### config.mk
export PLATFORM = sky130hd
export DESIGN_NAME = lcd_cmd_sequencer
export DESIGN_NICKNAME = d
export VERILOG_FILES = /design/src/rtl/lcd_cmd_sequencer.sv
export SDC_FILE = /design/constraint.sdc
export NUM_CORES = 1
export LEC_CHECK = 0
export CAP_MARGIN = 15
export CORE_MARGIN = 2
export CORE_UTILIZATION = 44
export DETAILED_ROUTE_END_ITERATION = 10
export PLACE_DENSITY = 0.65
export SETUP_SLACK_MARGIN = 0.4
export SLEW_MARGIN = 40
export SYNTH_ARGS = -nofsm -noshare
export SYNTH_HDL_FRONTEND = slang
export SYNTH_SLANG_ARGS = --single-unit
### constraint.sdc
create_clock -name clk -period 3.55 [get_ports clk]
set_input_delay 0.71 -clock clk [delete_from_list [all_inputs] [get_ports clk]]
set_output_delay 0.71 -clock clk [all_outputs]
set_load 0.05 [all_outputs]
### src/rtl/lcd_cmd_sequencer.sv
// Character-LCD (4-bit mode) sequencer: runs the power-on init nibbles, then
// sends each accepted byte as two E-strobed nibbles with exact cycle timing.
module lcd_cmd_sequencer #(
    parameter int unsigned T_POWERUP    = 750000,
    parameter int unsigned T_INIT_LONG  = 205000,
    parameter int unsigned T_INIT_SHORT = 5000,
    parameter int unsigned T_INIT_GAP   = 2000,
    parameter int unsigned T_SETUP      = 2,
    parameter int unsigned T_EN         = 12,
    parameter int unsigned T_NIB_GAP    = 50,
    parameter int unsigned T_CMD        = 2000,
    parameter int unsigned T_CLEAR      = 82000,
    parameter int unsigned CNT_W        = 20
) (
    input  logic       clk,
    input  logic       rst_n,
    input  logic       req_valid,
    input  logic       req_rs,
    input  logic [7:0] req_data,
    output logic       req_ready,
    output logic       init_done,
    output logic       busy,
    output logic       sf_e,
    output logic       e,
    output logic       rs,
    output logic       rw,
    output logic [3:0] lcd_d
);

    typedef enum logic [3:0] {
        PWR_WAIT, INIT_SET, INIT_EN, INIT_WAIT, IDLE, SETUP, EN, NIB_GAP, POST_WAIT
    } state_t;

    // Counter load values: a state loaded with N-1 lasts exactly N cycles.
    localparam logic [CNT_W-1:0] L_POWERUP    = CNT_W'(T_POWERUP - 1);
    localparam logic [CNT_W-1:0] L_INIT_LONG  = CNT_W'(T_INIT_LONG - 1);
    localparam logic [CNT_W-1:0] L_INIT_SHORT = CNT_W'(T_INIT_SHORT - 1);
    localparam logic [CNT_W-1:0] L_INIT_GAP   = CNT_W'(T_INIT_GAP - 1);
    localparam logic [CNT_W-1:0] L_SETUP      = CNT_W'(T_SETUP - 1);
    localparam logic [CNT_W-1:0] L_EN         = CNT_W'(T_EN - 1);
    localparam logic [CNT_W-1:0] L_NIB_GAP    = CNT_W'(T_NIB_GAP - 1);
    localparam logic [CNT_W-1:0] L_CMD        = CNT_W'(T_CMD - 1);
    localparam logic [CNT_W-1:0] L_CLEAR      = CNT_W'(T_CLEAR - 1);
    // The accept cycle itself precedes the first setup, so E rises T_SETUP+1 after accept.
    localparam logic [CNT_W-1:0] L_SETUP_FIRST = CNT_W'(T_SETUP);

    state_t           r_state;
    logic [CNT_W-1:0] r_cnt;
    logic [1:0]       r_init_idx;
    logic             r_low_phase;
    logic [3:0]       r_low_nib;
    logic             r_post_clear;
    logic             r_e;
    logic             r_rs;
    logic [3:0]       r_lcd_d;
    logic             r_ready;
    logic             r_init_done;
    logic             r_busy;
    logic [CNT_W-1:0] w_init_wait;

    always_comb begin
        w_init_wait = L_INIT_GAP;
        unique case (r_init_idx)
            2'd0:    w_init_wait = L_INIT_LONG;
            2'd1:    w_init_wait = L_INIT_SHORT;
            default: w_init_wait = L_INIT_GAP;
        endcase
    end

    // NOTE: all state and outputs update with non-blocking assignments so every
    // register samples pre-edge values; the reset branch covers every register.
    always_ff @(posedge clk or negedge rst_n) begin
        if (!rst_n) begin
            r_state      <= PWR_WAIT;
            r_cnt        <= L_POWERUP;
            r_init_idx   <= 2'd0;
            r_low_phase  <= 1'b0;
            r_low_nib    <= 4'h0;
            r_post_clear <= 1'b0;
            r_e          <= 1'b0;
            r_rs         <= 1'b0;
            r_lcd_d      <= 4'h0;
            r_ready      <= 1'b0;
            r_init_done  <= 1'b0;
            r_busy       <= 1'b1;
        end else if (r_cnt != '0) begin
            r_cnt <= r_cnt - CNT_W'(1);
        end else begin
            unique case (r_state)
                PWR_WAIT: begin
                    r_state    <= INIT_SET;
                    r_cnt      <= L_SETUP;
                    r_init_idx <= 2'd0;
                    r_rs       <= 1'b0;
                    r_lcd_d    <= 4'h3;
                end
                INIT_SET: begin
                    r_state <= INIT_EN;
                    r_cnt   <= L_EN;
                    r_e     <= 1'b1;
                end
                INIT_EN: begin
                    r_state <= INIT_WAIT;
                    r_cnt   <= w_init_wait;
                    r_e     <= 1'b0;
                end
                INIT_WAIT: begin
                    if (r_init_idx == 2'd3) begin
                        r_state     <= IDLE;
                        r_init_done <= 1'b1;
                        r_ready     <= 1'b1;
                        r_busy      <= 1'b0;
                    end else begin
                        r_state    <= INIT_SET;
                        r_cnt      <= L_SETUP;
                        r_init_idx <= r_init_idx + 2'd1;
                        r_lcd_d    <= (r_init_idx == 2'd2) ? 4'h2 : 4'h3;
                    end
                end
                IDLE: begin
                    if (req_valid && r_ready) begin
                        r_state      <= SETUP;
                        r_cnt        <= L_SETUP_FIRST;
                        r_ready      <= 1'b0;
                        r_busy       <= 1'b1;
                        r_low_phase  <= 1'b0;
                        r_rs         <= req_rs;
                        r_lcd_d      <= req_data[7:4];
                        r_low_nib    <= req_data[3:0];
                        r_post_clear <= !req_rs && (req_data[7:1] == 7'd0);
                    end
                end
                SETUP: begin
                    r_state <= EN;
                    r_cnt   <= L_EN;
                    r_e     <= 1'b1;
                end
                EN: begin
                    r_e <= 1'b0;
                    if (r_low_phase) begin
                        r_state <= POST_WAIT;
                        r_cnt   <= r_post_clear ? L_CLEAR : L_CMD;
                    end else begin
                        r_state <= NIB_GAP;
                        r_cnt   <= L_NIB_GAP;
                    end
                end
                NIB_GAP: begin
                    r_state     <= SETUP;
                    r_cnt       <= L_SETUP;
                    r_low_phase <= 1'b1;
                    r_lcd_d     <= r_low_nib;
                end
                POST_WAIT: begin
                    r_state <= IDLE;
                    r_ready <= 1'b1;
                    r_busy  <= 1'b0;
                end
                default: begin
                    r_state <= PWR_WAIT;
                    r_cnt   <= L_POWERUP;
                    r_e     <= 1'b0;
                end
            endcase
        end
    end

    assign req_ready = r_ready;
    assign init_done = r_init_done;
    assign busy      = r_busy;
    assign sf_e      = 1'b1;
    assign e         = r_e;
    assign rs        = r_rs;
    assign rw        = 1'b0;
    assign lcd_d     = r_lcd_d;

endmodule

Word-level counts from Yosys, hierarchy flattened
Index checks and enable logic that the tools add are counted.

word-level totals
  bits in registers = 41
  bits of input ports = 12
  output and inout port bits = 11
  word-level logic and storage cells = 85

cells by class
  add/sub/neg operators = 2
  equality and inequality tests = 17
  multiplexer cells = 27
  bitwise operators = 2
  reductions and logical operators = 25

operators by type and width
  kind                                                number
  one-hot mux 20 bit (7 select lines)                 1
  2-to-1 mux 20 bit                                   3
  one-hot mux 18 bit (2 select lines)                 1
  one-hot mux 4 bit (9 select lines)                  1
  2-to-1 mux 17 bit                                   2
  nonzero test 20 bit                                 1
  subtractor 20 x 1 -> 20 bit, second input constant  1
  AND reduction 3 bit                                 6
  == test 4 x 3 -> 1 bit, second input constant       4
  2-to-1 mux 4 bit                                    4
  one-hot mux 4 bit (4 select lines)                  1
  == test 4 x 2 -> 1 bit, second input constant       2
  != test 2 bit, second input constant                4
  AND reduction 4 bit                                 2
  zero test 7 bit                                     1
  2-to-1 mux 1 bit                                    6
  != test 3 bit, second input constant                2
  one-hot mux 1 bit (2 select lines)                  3
  one-hot mux 1 bit (3 select lines)                  2
  nonzero test 2 bit                                  3
  OR reduction 5 bit                                  1
  == test 2 bit, second input constant                2
  == test 4 x 1 -> 1 bit, second input constant       1
  == test 4 bit, second input constant                1
  other kinds (14)                                    18

Longest topological paths before layout
  depth in word-level cells = 4
  gate-level depth with buffers = 8
  depth with buffers taken out = 7

Worst setup path after synthesis
No wires, ideal clock.

  path type = reg2reg
  start = reg r_cnt[9]
  end = reg r_lcd_d[1] (netlist: lcd_d[1])
  setup time = 0.125 ns
  data arrival time = 2.028 ns
  required time = 3.425 ns
  path slack = 1.397 ns
  stages on the path, launching flop included = 7
  path buffers = 1
  period minus slack after synthesis = 2.153 ns
  path through = dfrtp_1 or4_1 buf_2 nor3_4 nand2_4 nand4b_4 mux2_4

on the way
  longest elaborated chain between the ends = 3

RTL lines
  item                                  line  source
  from (decl)                           48    logic [CNT_W-1:0] r_cnt;
  from (signal assigned)                87    r_cnt <= r_cnt - CNT_W'(1);
  from (signal assigned)                104   r_cnt <= w_init_wait;
  from (signal assigned)                142   r_cnt <= r_post_clear ? L_CLEAR : L_CMD;
  nonzero test 20 bit                   86    end else if (r_cnt != '0) begin
  NOT 1 bit (no source line)            -
  AND reduction 4 bit (no source line)  -
  to (signal assigned)                  117   r_lcd_d <= (r_init_idx == 2'd2) ? 4'h2 : 4'h3;
  to (signal assigned)                  128   r_lcd_d <= req_data[7:4];
  to (signal assigned)                  152   r_lcd_d <= r_low_nib;
  to (decl)                             55    logic [3:0] r_lcd_d;

No other way between the ends.
A chain may end at the register's enable or synchronous reset.

Final worst setup path
  start = reg r_cnt[15]
  end = reg r_state[1]

on the way
  longest elaborated chain between the ends = 3

RTL lines
  item                                  line  source
  nonzero test 20 bit                   86
  NOT 1 bit (no source line)            -
  AND reduction 2 bit (no source line)  -
  to (signal assigned)                  91    r_state <= INIT_SET;
  to (signal assigned)                  98    r_state <= INIT_EN;
  to (signal assigned)                  103   r_state <= INIT_WAIT;
  to (decl)                             47    state_t r_state;

No other way between the ends.

==> flow_summary.toml <==
[sta]
slew_viol_final = 0
rsz0062_at_grt = "false"
hold_viol = 0
fmax_mhz = 396.7
fin_crit_ps = 2521
period_share_pct = 71.00
skew_ps = 9.079
finalSetupViolCount = 0
slew_headroom_pct = 45.73
worst_slew_pin_slew_ps = 802.8
setup_tns_ps = 0

[cells_and_area]
drive_gt1_share_pct = 13.65
mostFrequentLayoutCells = "dfrtp_1 (27), nand2_1 (22), a21oi_1 (19), o21ai_0 (19), clkdlybuf4s50_1 (19)"
final_common_cell = "dfrtp_1"
diodes = 0
area_growth_pct = 13.36
nets = 310
finalCoreUtilization_pct = 51.92

[cts]
worstSkewPairLatency_ps = 300
clk_pin_slew_ps = 70
cts_tree = "yes"
post_cts_resized = 0
postCtsSetupBuffers = 0
numCtsBuffers = 5
hold_buffers = 0
cts_htree_levels = 2
clock-sinks = 41
cts_buffer_depth = 2
cts-root-buf = "clkbuf_8"

[placed_design]
gp_congestion = 0.8454
dp_hpwl_um = 4599
port_buffers = 20

[global_routing]
globalRouteTotalUtil_pct = 21.08
grt_start_max_net_pins = 42
grt_pass1_vias = 2171
grt_pass1_wl_um = 10490
grt-ovfl-total = 0
antenna_found_initial = 0

[worst_setup_path]
crit_type = "flip-flop to flip-flop"
crit_family = "simple AND/OR/NAND/NOR gates"
reg2reg_depth = 6
r2r-start = "r_cnt[15]"
r2r_end = "r_state[1]"
crit_path_start = "r_cnt[15]"
cp_cell_sequence = "nor4_1 > nor4b_4 > buf_4 > nand2_1 > nor3_1 > nand3b_1"
ff2ff_setup_slack_ps = 1030
end_kind = "flip-flop"
start_kind = "flip-flop"
cp.depth = 6
cpPeakStageDelay_ps = 490
critPathBufInv = 1
critPathMaxFanout = 17
cp.required_ps = 3790
cp.arrival_ps = 2760
critPathSlowestCell = "nor4_1"
endpoint = "r_state[1]"

[hold_path]
hp-class = "input port to asynchronous set/reset pin"

[routing]
vias = 2130
wire_per_inst_um = 17.13
vias_per_cell = 5.836
drc_errors = 0
postRouteAntennaNets = 0
drtIter0Drc = 111
totalWireLength_um = 6252
drt-pass1-iter-count = 4

[die]
coreArea_um2 = 5540
ios = 23
rows = 27
die_area_um2 = 6390
die_h_um = 79.94
initial_core_util_pct = 45.80
die_w_um = 79.94

[synth]
synth_edf_count = 0
syn_area_um2 = 2537
synth_seq_cells = 41
yosys.cell_types.count = 53
syn-instance-count = 275
yosysWarnings = 0
syn_nets = 293
synth_top_flop_cell = "dfrtp_1"
async_flop_share_pct = 100.0
ys_seq_area_share_pct = 41.12
avgSynthCellArea_um2 = 9.227

[job]
max_cap_viol_count = 0

[power_and_ir_drop]
ir_worst_vdd_mv = 0.1443
power.density_nw_per_um2 = 284.9
cellLeakagePower_nw = 1.215

[run_status]
status = "finished, final reports clean"
-- worst min-delay path by stage --
stage | start | endpoint | depth (start not counted)
6_report | rst_n | r_cnt[15] | 1
3_3_place_gp | init_done | init_done | 1
5_1_grt | rst_n | r_cnt[15] | 1
4_1_cts | rst_n | r_cnt[18] | 1
2_1_floorplan | rst_n | e | 0
3_5_place_dp | init_done | init_done | 1
-- per-layer routing --
layer	track usage, %	vias up	wire length (um)
met1	27.14	1034	2763
met5	0	-	0
met3	3.620	8	250
met4	7.797	0	97
met2	35.33	57	3140
li1	-	1031	-
-- power breakdown --
group,internal [mW],total (mW),switching (mW)
sequential,0.468,0.468,0
combinational,0.0128,0.0315,0.0187
clock,0.159,0.320,0.162
total,0.639,0.819,0.180
-- cell families after synthesis --
kind of cell	count (synthesis)	share of synthesized area, %
multiplexers	12	5.572
XOR/XNOR	9	3.106
buffers and inverters	24	4.043
AO/OA/AOI/OAI	66	16.03
other	2	0.2960
flip-flops	41	41.12
AND/OR/NAND/NOR	115	26.87
adder cells (fa/ha/maj)	6	2.959
-- area by class of cell --
| class | instances | area (um^2) |
|---|---|---|
| tap | 72 | 90.09 |
| timing repair buffer | 23 | 220.2 |
| clock buffer | 8 | 90.09 |
| sequential | 41 | 1044 |
| fill | 544 | 2664 |
| multi-input combinational | 210 | 1391 |
| inverter | 11 | 41.29 |
-- per-stage QoR --
stage / std cells / instance area (um^2) / setup slack, ps / power [mW] / hold slack, ps
2_1_floorplan: 275 / 2537 / 1397 / 0.4862 / 414.4
5_1_grt: 365 / 2877 / 911.5 / 0.8530 / 422.3
6_report: 365 / 2877 / 1029 / 0.8194 / 383.0
3_5_place_dp: 357 / 2786 / 1066 / 0.5082 / 456.1
3_3_place_gp: 357 / 2784 / 1041 / 0.5077 / 452.6
4_1_cts: 365 / 2877 / 1030 / 0.8267 / 406.8
-- cells in the mapped netlist, types with 4 or more instances --
master	n	area share, %
and3_1	4	0.99
or4_1	4	1.2
a211oi_1	4	1.2
ha_1	6	3.0
xor2_1	4	1.4
a22oi_1	4	1.2
nor3_1	11	2.2
xnor2_1	5	1.7
nor2_1	18	2.7
mux2_2	5	2.2
nand2b_1	6	1.5
mux2i_1	4	1.6
buf_2	4	0.79
nand2_1	22	3.3
dfstp_2	14	14
nand3b_1	6	1.8
o21ai_0	19	3.7
a21oi_1	19	3.7
nor2b_1	4	0.99
inv_1	11	1.6
clkbuf_1	7	1.0
nor4_1	7	1.7
dfrtp_1	27	27
nand3_1	10	2.0
-- worst reg2reg max path: stages (launching register included) --
cell      delay (ps)
dfrtp_1          410
nor4_1           490
nor4b_4          280
buf_4            250
nand2_1          420
nor3_1           450
nand3b_1         160
-- registers in the layout, summed over array words and instances (netlist names) --
register,count
busy,1
r_cnt,20
req_ready,1
init_done,1
e,1
rs,1
r_post_clear,1
r_init_idx,2
r_state,4
r_low_phase,1
r_low_nib,4
lcd_d,4
(Power assumes the default switching activity.)
